===== src/rtl/kbd_scan_reader_pkg.sv =====
// Shared definitions for the 4x4 keypad scanner: FSM states, idle/reset
// patterns and small decode helpers.
package kbd_scan_reader_pkg;

  typedef enum logic [1:0] {
    ST_SCAN     = 2'd0,
    ST_DEBOUNCE = 2'd1,
    ST_HELD     = 2'd2,
    ST_RELEASE  = 2'd3
  } state_e;

  localparam logic [3:0] ROW_IDLE = 4'b1111;
  localparam logic [3:0] COL_RST  = 4'b1110;

  // True when exactly one bit of an active-low vector is asserted.
  function automatic logic one_low(input logic [3:0] v);
    logic [3:0] a;
    a = ~v;
    return (a != 4'd0) && ((a & (a - 4'd1)) == 4'd0);
  endfunction

  // Bit position of the (lowest) zero in an active-low vector.
  function automatic logic [1:0] low_index(input logic [3:0] v);
    logic [1:0] idx;
    idx = 2'd0;
    for (int i = 3; i >= 0; i--) begin
      if (!v[i]) idx = 2'(i);
    end
    return idx;
  endfunction

  function automatic logic [3:0] col_next(input logic [3:0] c);
    return {c[2:0], c[3]};
  endfunction

endpackage


===== src/rtl/kbd_scan_reader_cnt.sv =====
// Modulo-MOD prescaler; ceo_o pulses for one CE-qualified cycle per wrap.
module kbd_scan_reader_cnt #(
  parameter int BITS_NUM = 27,
  parameter int MOD      = 100000
) (
  input  logic clk_i,
  input  logic clr_i,
  input  logic ce_i,
  output logic ceo_o
);

  localparam logic [BITS_NUM-1:0] LAST = BITS_NUM'(MOD - 1);

  logic [BITS_NUM-1:0] cnt_q, cnt_d;

  always_comb begin
    cnt_d = cnt_q;
    if (ce_i) cnt_d = (cnt_q == LAST) ? '0 : cnt_q + BITS_NUM'(1);
  end

  always_ff @(posedge clk_i or posedge clr_i) begin
    if (clr_i) cnt_q <= '0;
    else       cnt_q <= cnt_d;
  end

  assign ceo_o = ce_i && (cnt_q == LAST);

endmodule


===== src/rtl/kbd_scan_reader.sv =====
// 4x4 keypad scanner: rotating active-low column drive, synchronized row
// sense, press/release debounce on prescaled scan ticks.
module kbd_scan_reader
  import kbd_scan_reader_pkg::*;
#(
  parameter int BITS_NUM = 27,
  parameter int MOD      = 100000,
  parameter int DEB_CNT  = 4
) (
  input  logic       CLK,
  input  logic       CLR,
  input  logic       CE,
  output logic [3:0] COL,
  input  logic [3:0] ROW,
  output logic [3:0] KEY,
  output logic       VALID,
  output logic       PRESSED
);

  localparam int            DW       = $clog2(DEB_CNT + 1);
  localparam logic [DW-1:0] DEB_LAST = DW'(DEB_CNT - 1);

  logic          tick;
  logic [3:0]    row_s1_q, row_s2_q;
  state_e        state_q, state_d;
  logic [3:0]    col_q, col_d;
  logic [3:0]    key_q, key_d;
  logic          valid_q, valid_d;
  logic          pressed_q, pressed_d;
  logic [3:0]    pat_q, pat_d;
  logic [DW-1:0] deb_q, deb_d;

  kbd_scan_reader_cnt #(
    .BITS_NUM(BITS_NUM),
    .MOD     (MOD)
  ) u_cnt (
    .clk_i(CLK),
    .clr_i(CLR),
    .ce_i (CE),
    .ceo_o(tick)
  );

  always_comb begin
    state_d   = state_q;
    col_d     = col_q;
    key_d     = key_q;
    valid_d   = 1'b0;
    pressed_d = pressed_q;
    pat_d     = pat_q;
    deb_d     = deb_q;
    if (tick) begin
      case (state_q)
        ST_SCAN: begin
          if (one_low(row_s2_q)) begin
            pat_d   = row_s2_q;
            deb_d   = '0;
            state_d = ST_DEBOUNCE;
          end else begin
            col_d = col_next(col_q);
          end
        end
        ST_DEBOUNCE: begin
          if (row_s2_q == pat_q) begin
            if (deb_q == DEB_LAST) begin
              key_d     = {low_index(pat_q), low_index(col_q)};
              valid_d   = 1'b1;
              pressed_d = 1'b1;
              state_d   = ST_HELD;
            end else begin
              deb_d = deb_q + DW'(1);
            end
          end else begin
            col_d   = col_next(col_q);
            state_d = ST_SCAN;
          end
        end
        ST_HELD: begin
          if (row_s2_q == ROW_IDLE) begin
            deb_d   = '0;
            state_d = ST_RELEASE;
          end
        end
        ST_RELEASE: begin
          // Any activity during release falls back to HELD; no re-acceptance.
          if (row_s2_q == ROW_IDLE) begin
            if (deb_q == DEB_LAST) begin
              pressed_d = 1'b0;
              col_d     = col_next(col_q);
              state_d   = ST_SCAN;
            end else begin
              deb_d = deb_q + DW'(1);
            end
          end else begin
            state_d = ST_HELD;
          end
        end
        default: state_d = ST_SCAN;
      endcase
    end
  end

  always_ff @(posedge CLK or posedge CLR) begin
    if (CLR) begin
      row_s1_q  <= ROW_IDLE;
      row_s2_q  <= ROW_IDLE;
      state_q   <= ST_SCAN;
      col_q     <= COL_RST;
      key_q     <= 4'h0;
      valid_q   <= 1'b0;
      pressed_q <= 1'b0;
      pat_q     <= ROW_IDLE;
      deb_q     <= '0;
    end else begin
      row_s1_q  <= ROW;
      row_s2_q  <= row_s1_q;
      state_q   <= state_d;
      col_q     <= col_d;
      key_q     <= key_d;
      valid_q   <= valid_d;
      pressed_q <= pressed_d;
      pat_q     <= pat_d;
      deb_q     <= deb_d;
    end
  end

  assign COL     = col_q;
  assign KEY     = key_q;
  assign VALID   = valid_q;
  assign PRESSED = pressed_q;

endmodule


===== config.mk =====
export PLATFORM = sky130hd
export DESIGN_NAME = kbd_scan_reader
export DESIGN_NICKNAME = d
export VERILOG_FILES = /design/src/rtl/kbd_scan_reader_pkg.sv /design/src/rtl/kbd_scan_reader_cnt.sv /design/src/rtl/kbd_scan_reader.sv
export SDC_FILE = /design/constraint.sdc
export NUM_CORES = 1
export LEC_CHECK = 0
export CELL_PAD_IN_SITES_DETAIL_PLACEMENT = 0
export CELL_PAD_IN_SITES_GLOBAL_PLACEMENT = 1
export CORE_MARGIN = 2
export CORE_UTILIZATION = 39
export DETAILED_ROUTE_END_ITERATION = 8
export PLACE_DENSITY = 0.76
export SETUP_SLACK_MARGIN = 0.02
export SYNTH_ARGS = -nofsm -noshare
export SYNTH_HDL_FRONTEND = slang
export SYNTH_HIERARCHICAL = 1
export SYNTH_SLANG_ARGS = --single-unit

===== constraint.sdc =====
create_clock -name CLK -period 4.1 [get_ports CLK]
set_input_delay 0.615 -clock CLK [delete_from_list [all_inputs] [get_ports CLK]]
set_output_delay 0.615 -clock CLK [all_outputs]
set_load 0.005 [all_outputs]

Yosys cells after proc, flatten, opt, wreduce, memory -nomap -nowiden:

Cells that the tools add are included.

* register bits after elaboration: 54
* bits of input ports: 7
* output and inout port bits: 10
* logic and storage cells: 81

* add/sub/neg operators: 3
* eq/ne operators: 17
* mux-type cells: 36
* bitwise gates (word level): 2
* reductions and logical operators: 13

Operator list (number)
* 2-to-1 mux 2 bit: 14
* adder 27 x 1 -> 27 bit (second input constant): 1
* == test 27 x 17 -> 1 bit (second input constant): 1
* 2-to-1 mux 27 bit: 1
* 2-to-1 mux 4 bit: 4
* inequality test 2 bit (second input constant): 8
* 2-to-1 mux 3 bit: 5
* one-hot mux 3 bit (4 select lines): 1
* one-hot mux 4 bit (3 select lines): 1
* AND reduction 6 bit: 2
* AND reduction 5 bit: 2
* 2-to-1 mux 1 bit: 8
* one-hot mux 2 bit (4 select lines): 1
* inequality test 3 bit (second input constant): 2
* bitwise AND 4 bit: 1
* == test 2 bit (second input constant): 2
* == test 4 bit: 1
* == test 4 bit (second input constant): 1
* zero test 4 bit: 1
* NOT 4 bit: 1
* AND reduction 4 bit: 1
* nonzero test 4 bit: 1
* subtractor 4 x 1 -> 4 bit (second input constant): 1
* adder 3 x 1 -> 3 bit (second input constant): 1
* 8 further kinds: 9

Logic depth before layout (Yosys ltp):

* depth after elaboration: 7
* gate-level depth with buffers: 10
* gate-level depth less buffers: 10

Modules after synthesis:

Netlist, hierarchy kept.

Modules (own cells, without submodules)
* kbd_scan_reader_cnt: instances 1, cells an instance 129, area an instance 1320.0 um^2, seq. area each 675.6 um^2
* kbd_scan_reader: instances 1, cells an instance 110, area an instance 1266.2 um^2, seq. area each 694.4 um^2

Worst setup path after synthesis:

No wires, ideal clock.

* path type: register to register
* start: register u_cnt.cnt_q[11]
* end: register col_q[0], in the netlist COL[0]
* setup time: 128 ps
* arrival time: 3072 ps
* required time: 3972 ps
* path slack: 900 ps
* cell stages (with the launch flop): 8
* buffers on the path: 0
* period minus slack after synthesis: 3200 ps
* cells stage by stage: dfrtp_1 or4b_1 or4_4 nor4_1 nand3_1 or2_1 a211oi_2 mux2_1

* longest elaborated chain between the ends: 3

RTL lines
* start: declaration: line kbd_scan_reader_cnt.sv:14 `logic [BITS_NUM-1:0] cnt_q, cnt_d;`
* start signal: assignment: line kbd_scan_reader_cnt.sv:23 `else cnt_q <= cnt_d;`
* == test 27 x 17 -> 1 bit: line kbd_scan_reader_cnt.sv:26 `assign ceo_o = ce_i && (cnt_q == LAST);`
* logical AND 1 bit: line kbd_scan_reader_cnt.sv:26
* named net tick: line kbd_scan_reader.sv:23 `logic tick;`
* AND reduction 6 bit (no source line)
* end signal: assignment: line kbd_scan_reader.sv:117 `col_q <= col_d;`
* end: declaration: line kbd_scan_reader.sv:26 `logic [3:0] col_q, col_d;`

The timed path passes the listed nets, and every way through them passes these cells.
A chain may end at the register's enable or synchronous reset.

Final worst setup path:

Ends and elaborated chain as after synthesis.

==> flow_summary.ini <==
[finish]
drive_gt1_frac = 0.132
syn_to_final_growth_pct = 12.2
n_fill_cell = 605
fin_nets = 266
num_antenna_cells = 0
final_common_cell = dfrtp_1
final_cell_mix = 39 x dfrtp_1, 21 x xnor2_1, 17 x nand3_1, 17 x nand2_1
final_cells = 334

[power_and_ir_drop]
p_seq_frac = 0.585
p_int_w = 0.000762
peakVddDrop_uv = 235
sw_frac_of_total = 0.287
clockPowerShare = 0.297
power_density_nw_per_um2 = 369
p_comb_frac = 0.118
p_sw_w = 0.000308
leakage_nw = 1.24
p_total_w = 0.00107

[global_route]
antenna_found_initial = 0
grt_pass1_vias = 1768
grt_usage = 0.144
grt_pass1_wl_um = 8410
gr-total-overflow = 0
grt_max_degree = 28

[hold_path]
hp-start = row_s1_q[3]
hold_path.class = reg2reg
holdPathStages = 0

[die]
rows = 29
initial_utilization = 0.405
core_area_um2 = 6390
ios = 17
die_w_um = 85.4
dieHeight_um = 85.4
dieArea_um2 = 7300

[detailed_routing]
drt-initial-drc-count = 75
wirelength_um = 4670
avgViaCountPerCell = 5.20
dr.pass1.iters = 4
postRouteAntennaNets = 0
route.detailed.drc = 0
vias = 1737
wl_per_cell_um = 14.0

[place]
port-buffer-count = 16
hpwl_um = 3260
gp_congestion = 0.776
post-place-cells = 326
pre_cts_ws_ns = 0.630

[timing]
fmax_ghz = 0.301
setup_viol = 0
finClkSkew_ns = 0.00726
final.setup.tns_ns = 0
slew_headroom = 0.335
worst_slack_ns = 0.783
min_period_over_period = 0.809
worst_slew_pin_slew_ns = 0.996
rsz0062_at_grt = no
maxSlewViolCount = 0
hold_viol_final = 0
period_minus_slack_ns = 3.32

[clock_network]
cts_setup_buffers = 0
ctsHoldBuffers = 0
clk_pin_slew_ns = 0.11
clock_path_buffers = 2
clock_latency_ns = 0.31
cts_max_level = 2
cts_buffers = 5
ctsResizeCount = 0
cts.sinks = 54
cts_tree = done
clockRootBuffer = clkbuf_8

[synthesis]
synth-seq-cells = 54
ys.warnings.count = 6
ys_seq_area_frac = 0.530
syn_area_um2 = 2590
syn_nets = 249
yosysTopAreaCellShare = 0.377
synthArstFlopShare = 1.00
synth_cell_types = 46
synthTopCellsByArea = dfrtp_1 38%, dfstp_2 15%, xnor2_1 7.1%, nand4_1 3.4%, nand3_1 3.3%
synth_edf_count = 0
ys.flop_type = dfrtp_1
syn_avg_cell_area_um2 = 10.8
syn_inst = 239
synth_top_cell_by_area = dfrtp_1

[critical_path]
setup.worst_path.start_class = flop
reg2reg_from = u_cnt/cnt_q[11]
worstRegToRegCells = 8
critical_path.startpoint = u_cnt/cnt_q[11]
arrival_ns = 3.52
crit_fanout = 6
critPathKind = reg2reg
crit_required_ns = 4.30
end_kind = flop

[run]
max_cap_violations = 0

[status]
status = finished, final reports clean
[cells in the mapped netlist, drive strengths merged, types with 2 or more instances]
cell    instances
ha              3
nor3            9
inv            13
dfstp          15
nor4            8
mux2i           3
nand2          18
buf             5
mux2            9
a21boi          2
a21oi           4
dfrtp          39
nand4          14
o21ai           8
xnor2          21
or4             2
nand2b          6
xor2            7
clkbuf          2
nand3          17
nor2           16
or2             2
[registers in the layout, indices dropped and copies added, names as in the netlist]
register / cells
u_cnt/cnt_q: 27
COL: 4
KEY: 4
pat_q: 4
row_s1_q: 4
row_s2_q: 4
deb_q: 3
state_q: 2
PRESSED: 1
VALID: 1
[routing by layer]
layer | vias up | GRT usage | share of wire
met5 | - | 0 | 0
met4 | 0 | 0.0390 | 0.0075
met3 | 2 | 0.0321 | 0.026
met2 | 22 | 0.235 | 0.49
met1 | 844 | 0.194 | 0.48
li1 | 869 | - | -
[worst paths after layout]
path | slack, ns | endpoint
min reg2reg | 0.36 | row_s2_q[3]
max reg2reg | 0.78 | COL[0]
max in group asynchronous | 2.63 | u_cnt/cnt_q[3]
min in group asynchronous | 0.85 | KEY[1]
min | 0.36 | row_s2_q[3]
max | 0.78 | COL[0]
[stage by stage]
stage,utilization,instance area (um^2),hold slack [ns]
finish,0.454,2900,0.363
global route,0.454,2900,0.371
global placement,0.439,2800,0.348
CTS,0.454,2900,0.364
floorplan,-,2590,0.345
detailed placement,0.439,2800,0.347
[critical path, cell delays in order, from the launching register on]
cell and delay (ns):
dfrtp_1 0.45, or4b_1 0.55, or4_4 0.54, nor4_1 0.34, buf_4 0.20, nand3_1 0.12
or2_1 0.31, a211oi_2 0.35, mux2_1 0.36
[area by class of cell]
type	count	area (um^2)	share of cell area
clock buffer	5	68.8	0.0237
tap	77	96.3	0.0332
timing repair buffer	17	168	0.0578
sequential	54	1370	0.472
inverter	13	48.8	0.0168
clock inverter	3	28.8	0.00992
multi-input combinational	165	1120	0.386
[kinds of logic after synthesis]
group / share of synthesized area
multiplexers: 0.0537
XOR/XNOR: 0.0977
adder cells (fa/ha/maj): 0.0145
AND/OR/NAND/NOR: 0.204
flip-flops: 0.530
AO/OA/AOI/OAI: 0.0634
buffers and inverters: 0.0368
[power groups by stage]
stage,logic [W],clock network [W],registers [W]
2_1_floorplan,0.000108,0,0.000619
3_3_place_gp,0.000124,0,0.000635
3_5_place_dp,0.000126,0,0.000636
4_1_cts,0.000128,0.000336,0.000625
5_1_grt,0.000149,0.000353,0.000631
6_report,0.000126,0.000318,0.000625
Note: power is estimated with default switching activity, not from simulation.
